## src/rtl/sp_ram_loader.sv

```systemverilog
`default_nettype none
// ============================================================================
// Module   : sp_ram_loader
// Brief    : Boot/preload engine. Packs a valid/ready byte stream
//            little-endian into 32-bit words, writes them through a
//            single-port RAM en/addr/wdata/we/be port and optionally reads
//            every written word back to compare an additive checksum.
// Revision : 1.0 - initial release
// ============================================================================
module sp_ram_loader #(
    parameter int RAM_SIZE   = 32768,
    parameter int ADDR_WIDTH = $clog2(RAM_SIZE),
    parameter int VERIFY     = 1
) (
    input  logic                  clk,
    input  logic                  rst_i,
    input  logic                  start_i,
    input  logic [ADDR_WIDTH-1:0] base_addr_i,
    input  logic                  byte_valid_i,
    input  logic [7:0]            byte_data_i,
    input  logic                  byte_last_i,
    output logic                  byte_ready_o,
    output logic                  ram_en_o,
    output logic [ADDR_WIDTH-1:0] ram_addr_o,
    output logic [31:0]           ram_wdata_o,
    output logic                  ram_we_o,
    output logic [3:0]            ram_be_o,
    output logic                  ram_bypass_en_o,
    input  logic [31:0]           ram_rdata_i,
    output logic                  busy_o,
    output logic                  done_o,
    output logic [ADDR_WIDTH-1:0] words_o,
    output logic [31:0]           checksum_o,
    output logic                  mismatch_o,
    output logic                  error_o
);

    localparam logic [2:0] S_IDLE  = 3'd0;
    localparam logic [2:0] S_FILL  = 3'd1;
    localparam logic [2:0] S_WRITE = 3'd2;
    localparam logic [2:0] S_VREQ  = 3'd3;
    localparam logic [2:0] S_VWAIT = 3'd4;
    localparam logic [2:0] S_DONE  = 3'd5;

    localparam logic [ADDR_WIDTH-1:0] c_end_ptr   = ADDR_WIDTH'(RAM_SIZE - 4);
    localparam logic [ADDR_WIDTH-1:0] c_word_step = ADDR_WIDTH'(4);
    localparam logic [ADDR_WIDTH-1:0] c_one       = ADDR_WIDTH'(1);

    // Expand a 4-bit byte-enable into a 32-bit data mask.
    function automatic logic [31:0] f_lane_mask(input logic [3:0] be);
        return {{8{be[3]}}, {8{be[2]}}, {8{be[1]}}, {8{be[0]}}};
    endfunction

    logic [2:0]            r_state;
    logic [2:0]            w_next_state;
    logic [ADDR_WIDTH-1:0] r_ptr;
    logic [ADDR_WIDTH-1:0] r_base;
    logic [ADDR_WIDTH-1:0] r_last_ptr;
    logic [ADDR_WIDTH-1:0] r_words;
    logic [1:0]            r_lane;
    logic [3:0]            r_be;
    logic [3:0]            r_final_be;
    logic [31:0]           r_data;
    logic [31:0]           r_checksum;
    logic [31:0]           r_vsum;
    logic                  r_last;
    logic                  r_mismatch;
    logic                  r_error;

    logic                  w_accept;
    logic                  w_word_done;
    logic                  w_vlast;
    logic                  w_in_write;
    logic                  w_in_vreq;
    logic [31:0]           w_wdata_masked;
    logic [31:0]           w_rdata_masked;
    logic [31:0]           w_vsum_next;

    assign w_accept       = (r_state == S_FILL) && byte_valid_i;
    assign w_word_done    = w_accept && ((r_lane == 2'd3) || byte_last_i);
    assign w_vlast        = (r_ptr == r_last_ptr);
    assign w_in_write     = (r_state == S_WRITE);
    assign w_in_vreq      = (r_state == S_VREQ);
    assign w_wdata_masked = r_data & f_lane_mask(r_be);
    // Only the final word can be partial; all earlier words compare in full.
    assign w_rdata_masked = ram_rdata_i & (w_vlast ? f_lane_mask(r_final_be) : 32'hFFFF_FFFF);
    assign w_vsum_next    = r_vsum + w_rdata_masked;

    // State register.
    always_ff @(posedge clk or posedge rst_i) begin
        if (rst_i) begin
            r_state <= S_IDLE;
        end else begin
            r_state <= w_next_state;
        end
    end

    // Next-state decode.
    always_comb begin
        w_next_state = r_state;
        case (r_state)
            S_IDLE: begin
                if (start_i) begin
                    w_next_state = S_FILL;
                end
            end
            S_FILL: begin
                if (w_word_done) begin
                    w_next_state = S_WRITE;
                end
            end
            S_WRITE: begin
                if (r_last) begin
                    w_next_state = (VERIFY != 0) ? S_VREQ : S_DONE;
                end else if (r_ptr == c_end_ptr) begin
                    w_next_state = S_DONE;
                end else begin
                    w_next_state = S_FILL;
                end
            end
            S_VREQ: begin
                w_next_state = S_VWAIT;
            end
            S_VWAIT: begin
                w_next_state = w_vlast ? S_DONE : S_VREQ;
            end
            S_DONE: begin
                w_next_state = S_IDLE;
            end
            default: begin
                w_next_state = S_IDLE;
            end
        endcase
    end

    // Datapath: byte packing, pointer walk, checksums and status flags.
    always_ff @(posedge clk or posedge rst_i) begin
        if (rst_i) begin
            r_ptr      <= '0;
            r_base     <= '0;
            r_last_ptr <= '0;
            r_words    <= '0;
            r_lane     <= '0;
            r_be       <= '0;
            r_final_be <= '0;
            r_data     <= '0;
            r_checksum <= '0;
            r_vsum     <= '0;
            r_last     <= 1'b0;
            r_mismatch <= 1'b0;
            r_error    <= 1'b0;
        end else begin
            case (r_state)
                S_IDLE: begin
                    if (start_i) begin
                        r_ptr      <= {base_addr_i[ADDR_WIDTH-1:2], 2'b00};
                        r_base     <= {base_addr_i[ADDR_WIDTH-1:2], 2'b00};
                        r_lane     <= '0;
                        r_be       <= '0;
                        r_data     <= '0;
                        r_words    <= '0;
                        r_checksum <= '0;
                        r_last     <= 1'b0;
                        r_mismatch <= 1'b0;
                        r_error    <= 1'b0;
                    end
                end
                S_FILL: begin
                    if (w_accept) begin
                        r_data[{r_lane, 3'b000} +: 8] <= byte_data_i;
                        r_be[r_lane]                  <= 1'b1;
                        r_lane                        <= r_lane + 2'd1;
                        if (byte_last_i) begin
                            r_last <= 1'b1;
                        end
                    end
                end
                S_WRITE: begin
                    r_checksum <= r_checksum + w_wdata_masked;
                    r_words    <= r_words + c_one;
                    if (r_last) begin
                        r_final_be <= r_be;
                        r_last_ptr <= r_ptr;
                        r_vsum     <= '0;
                        if (VERIFY != 0) begin
                            r_ptr <= r_base;
                        end
                    end else if (r_ptr == c_end_ptr) begin
                        r_error <= 1'b1;
                    end else begin
                        r_ptr  <= r_ptr + c_word_step;
                        r_lane <= '0;
                        r_be   <= '0;
                    end
                end
                S_VWAIT: begin
                    r_vsum <= w_vsum_next;
                    if (w_vlast) begin
                        r_mismatch <= (w_vsum_next != r_checksum);
                    end else begin
                        r_ptr <= r_ptr + c_word_step;
                    end
                end
                default: begin
                end
            endcase
        end
    end

    // Outputs decode from registers only; bus fields are zero when idle.
    assign byte_ready_o    = (r_state == S_FILL);
    assign ram_en_o        = w_in_write || w_in_vreq;
    assign ram_we_o        = w_in_write;
    assign ram_addr_o      = (w_in_write || w_in_vreq) ? r_ptr : '0;
    assign ram_wdata_o     = w_in_write ? w_wdata_masked : 32'h0;
    assign ram_be_o        = w_in_write ? r_be : (w_in_vreq ? 4'hF : 4'h0);
    assign ram_bypass_en_o = 1'b0;
    assign busy_o          = (r_state != S_IDLE);
    assign done_o          = (r_state == S_DONE);
    assign words_o         = r_words;
    assign checksum_o      = r_checksum;
    assign mismatch_o      = r_mismatch;
    assign error_o         = r_error;

endmodule
`default_nettype wire

```

## config.mk

```make
export PLATFORM = sky130hd
export DESIGN_NAME = sp_ram_loader
export DESIGN_NICKNAME = d
export VERILOG_FILES = /design/src/rtl/sp_ram_loader.sv
export SDC_FILE = /design/constraint.sdc
export NUM_CORES = 1
export LEC_CHECK = 0
export ABC_AREA = 1
export BUFFER_PORTS_ARGS = -buffer_cell sky130_fd_sc_hd__buf_4
export CORE_MARGIN = 5
export CORE_UTILIZATION = 54
export DETAILED_ROUTE_END_ITERATION = 6
export PLACE_DENSITY = 0.78
export SYNTH_ARGS = -nofsm -noshare
export SYNTH_HDL_FRONTEND = slang
export SYNTH_SLANG_ARGS = --single-unit
```

## constraint.sdc

```tcl
create_clock -name clk -period 5.6 [get_ports clk]
set_clock_uncertainty 0.15 [all_clocks]
set_input_delay 0.84 -clock clk [delete_from_list [all_inputs] [get_ports clk]]
set_output_delay 0.84 -clock clk [all_outputs]
set_load 0.03 [all_outputs]
```

==> out/qor.csv <==
stage,metric,value,unit
critical_path,CP arrival,4630,ps
route,Vias/cell,5.60,
global_routing,global route overflow,0,
critical_path,largest stage delay on the critical path,470,ps
cts,Sink Count,166,
layout,share of layout cells above drive strength 1,12.3,%
sta,Slew Limit Headroom,22.6,%
cts,H-tree depth,4,
route,TritonRoute pass-1 iters,6,
sta,min Tclk post-route,4450,ps
cts,"Clk Latency, worst-skew pair",440,ps
route,First DRT Iteration DRCs,1254,
layout,final std cells w/o fill,2439,
global_routing,Global Route Usage Sum,29.4,%
placement,post-detail-place hpwl,30900,um
layout,fin nets,2238,
layout,Syn-to-layout area delta,16.0,%
cts,postcts setup bufs,0,
critical_path,critical setup path kind,reg -> reg,
critical_path,"Req. time, crit path",5780,ps
cts,CTS tree,done,
min_path,Hold Crit Class,reg -> reg,
synthesis,Async SR Flop Fraction,100,%
synthesis,Yosys warnings,0,
cts,maximum buffer depth of the clock tree,2,
route,WL per Instance,16.3,um
layout,# fillers,2169,
sta,Fmax,225,MHz
pwr,PD cells,433,nW/um^2
cts,Post-CTS Hold Fix Bufs,0,
floorplan,core outline area,23500,um^2
placement,pre-CTS setup slack,1230,ps
synthesis,Seq cells post-synth,166,
route,DRC,0,
sta,"Setup violations, final",0,
route,vias,13700,
critical_path,CP startpoint kind,flop,
critical_path,slowest CP cell,dfrtp_1,
cts,clock slew at reported path FFs,70,ps
sta,Sum Neg Setup Slack,0,ps
synthesis,Main synth FF type,dfrtp_1,
placement,gp weighted congestion,1.01,
global_routing,largest net degree at the start of global routing,91,
sta,final hold violation count,0,
route,WL final,39900,um
global_routing,first-pass GRT wire length,63900,um
pwr,LEAKAGE,8.20,nW
floorplan,Die ar.,27000,um^2
sta,Max Transition Viols Final,0,
route,Detail Route Antenna Nets,0,
global_routing,initial antenna violation count,0,
synthesis,area share of the largest cell type after synthesis,32.2,%
run_status,status,"complete, no violations",
cts,CTS buffer count,17,
pwr,maximum vdd drop,331,uV
floorplan,Ports,166,
synthesis,Synth cell types,59,
layout,Multi-input gate area,7300,um^2
synthesis,Synth area leaders,"dfrtp_1 (32%), nand2_1 (17%), inv_1 (9.1%), ha_1 (6.7%), o21ai_0 (5.6%)",
placement,placed cells,2407,
sta,Worst-Margin Slew,1160,ps
synthesis,"EDFF count, synth",0,
floorplan,height of the die,164,um
critical_path,crit path capture type,flop,
pwr,Final Power,6.47,mW
global_routing,vias in the first global route,13100,
sta,setup slack after layout,1150,ps
sta,unrepaired setup endpoints after global routing,false,
floorplan,num rows,56,
synthesis,Cells after Synth,1962,
synthesis,Synth Cell Area,12900,um^2
synthesis,"area leader, netlist",dfrtp_1,
critical_path,most frequent CP cell,nand2_1,
critical_path,"Max FO, Critical Path",8,
cts,cts repair resizes,0,
flow_run,total of max-cap violations,0,
cts,root buf cell,clkbuf_16,
synthesis,register area share after synthesis,32.2,%
layout,FF/Latch Area,4150,um^2
layout,# diodes,0,
floorplan,starting density of the core,54.9,%
placement,# port buffers,160,
sta,Final Cycle Share,79.5,%
synthesis,syn_area_per_cell,6.57,um^2
floorplan,Die X,164,um
## routing by layer
metal	routed length [um]	up-vias	track usage, %
li1	-	6649	-
met1	16900	6306	39.7
met2	18400	605	48.3
met3	3270	102	4.39
met4	1270	0	10.4
met5	0	-	0
## worst max-delay path, delay by kind of cell, from the launching register on
| kind | cells | cell delay (ps) |
|---|---|---|
| fa+ha+maj | 2 | 630 |
| buf+inv | 6 | 640 |
| simple gates | 22 | 2420 |
| flops | 1 | 470 |
## per-stage QoR
stage	hold WS [ps]	instance area (um^2)	util, %
after floorplan	292	12900	-
after global placement	304	14400	61.1
after detailed placement	308	14400	61.1
after CTS	327	14900	63.7
after global routing	363	14900	63.7
final	326	14900	63.7
## registers in the layout, indices dropped and copies added, names as in the netlist
register / count
words_o: 15
r_data: 32
r_lane: 2
checksum_o: 32
r_last: 1
r_be: 4
r_final_be: 4
error_o: 1
r_ptr: 13
mismatch_o: 1
r_last_ptr: 13
r_state: 3
r_vsum: 32
r_base: 13
## final timing paths
path                            from            end  slack, ps  cells after the start
setup / recovery            r_ptr[2]     mismatch_o       1150                     30
hold / removal             r_base[7]      r_base[7]        330                      2
setup reg to reg            r_ptr[2]     mismatch_o       1150                     30
hold reg to reg            r_base[7]      r_base[7]        330                      2
max in group asynchronous      rst_i      r_data[0]       3800                      3
min in group asynchronous      rst_i  r_last_ptr[6]        430                      2
## synth_stat cells (4+ instances only)
cell type	n
o21a_1	6
a31oi_1	9
buf_2	5
o41ai_1	8
a21oi_1	87
o22ai_1	31
nor2_2	6
xor2_1	10
dfrtp_1	166
buf_1	5
nand2_1	570
a21o_1	5
inv_2	20
o21ai_1	9
ha_1	69
xnor2_1	11
o21ai_0	145
nor2_1	169
nand3_1	141
inv_1	312
nor3_1	24
o32ai_1	4
nand2_2	15
clkbuf_1	27
nand3b_1	9
nand4_1	33
o21bai_1	4
o221ai_1	8
## placed cells by master (no fill, tap or decap), types with 15 or more instances in the layout
cell       instances
nand2_2           15
clkbuf_16         17
inv_1            311
nand2_1          570
nor3_1            24
inv_2             20
dfrtp_1          166
ha_1              69
o22ai_1           31
nor2_1           168
buf_4            166
o21ai_0          145
nand4_1           33
nand3_1          141
a21oi_1           87
## power breakdown
part	leakage [nW]	switching, mW	total, mW	internal, mW
Clock	0.295	0.559	1.21	0.649
Combinational	5.69	2.31	3.39	1.08
Sequential	2.21	0.322	1.87	1.55
Total	8.20	3.19	6.47	3.27
## area by class of cell
cell class | count | share of cell area [%]
multi-input cells | 1424 | 48.9
well taps | 319 | 2.67
clock inverters | 14 | 1.03
repair buffers | 166 | 8.34
clock buffers | 18 | 2.94
inverters | 332 | 8.37
flip-flops and latches | 166 | 27.8
## cells by family after synthesis
family                     share of synthesized area (%)
muxes                                             0.0777
adders and majority gates                           7.01
and+or+nand+nor                                     32.6
other                                             0.0291
buffers and inverters                               11.1
DFF                                                 32.2
AOI/OAI and AO/OA                                   15.1
xor gates and xnor gates                            1.78
Power figures use the tool's default switching activity.
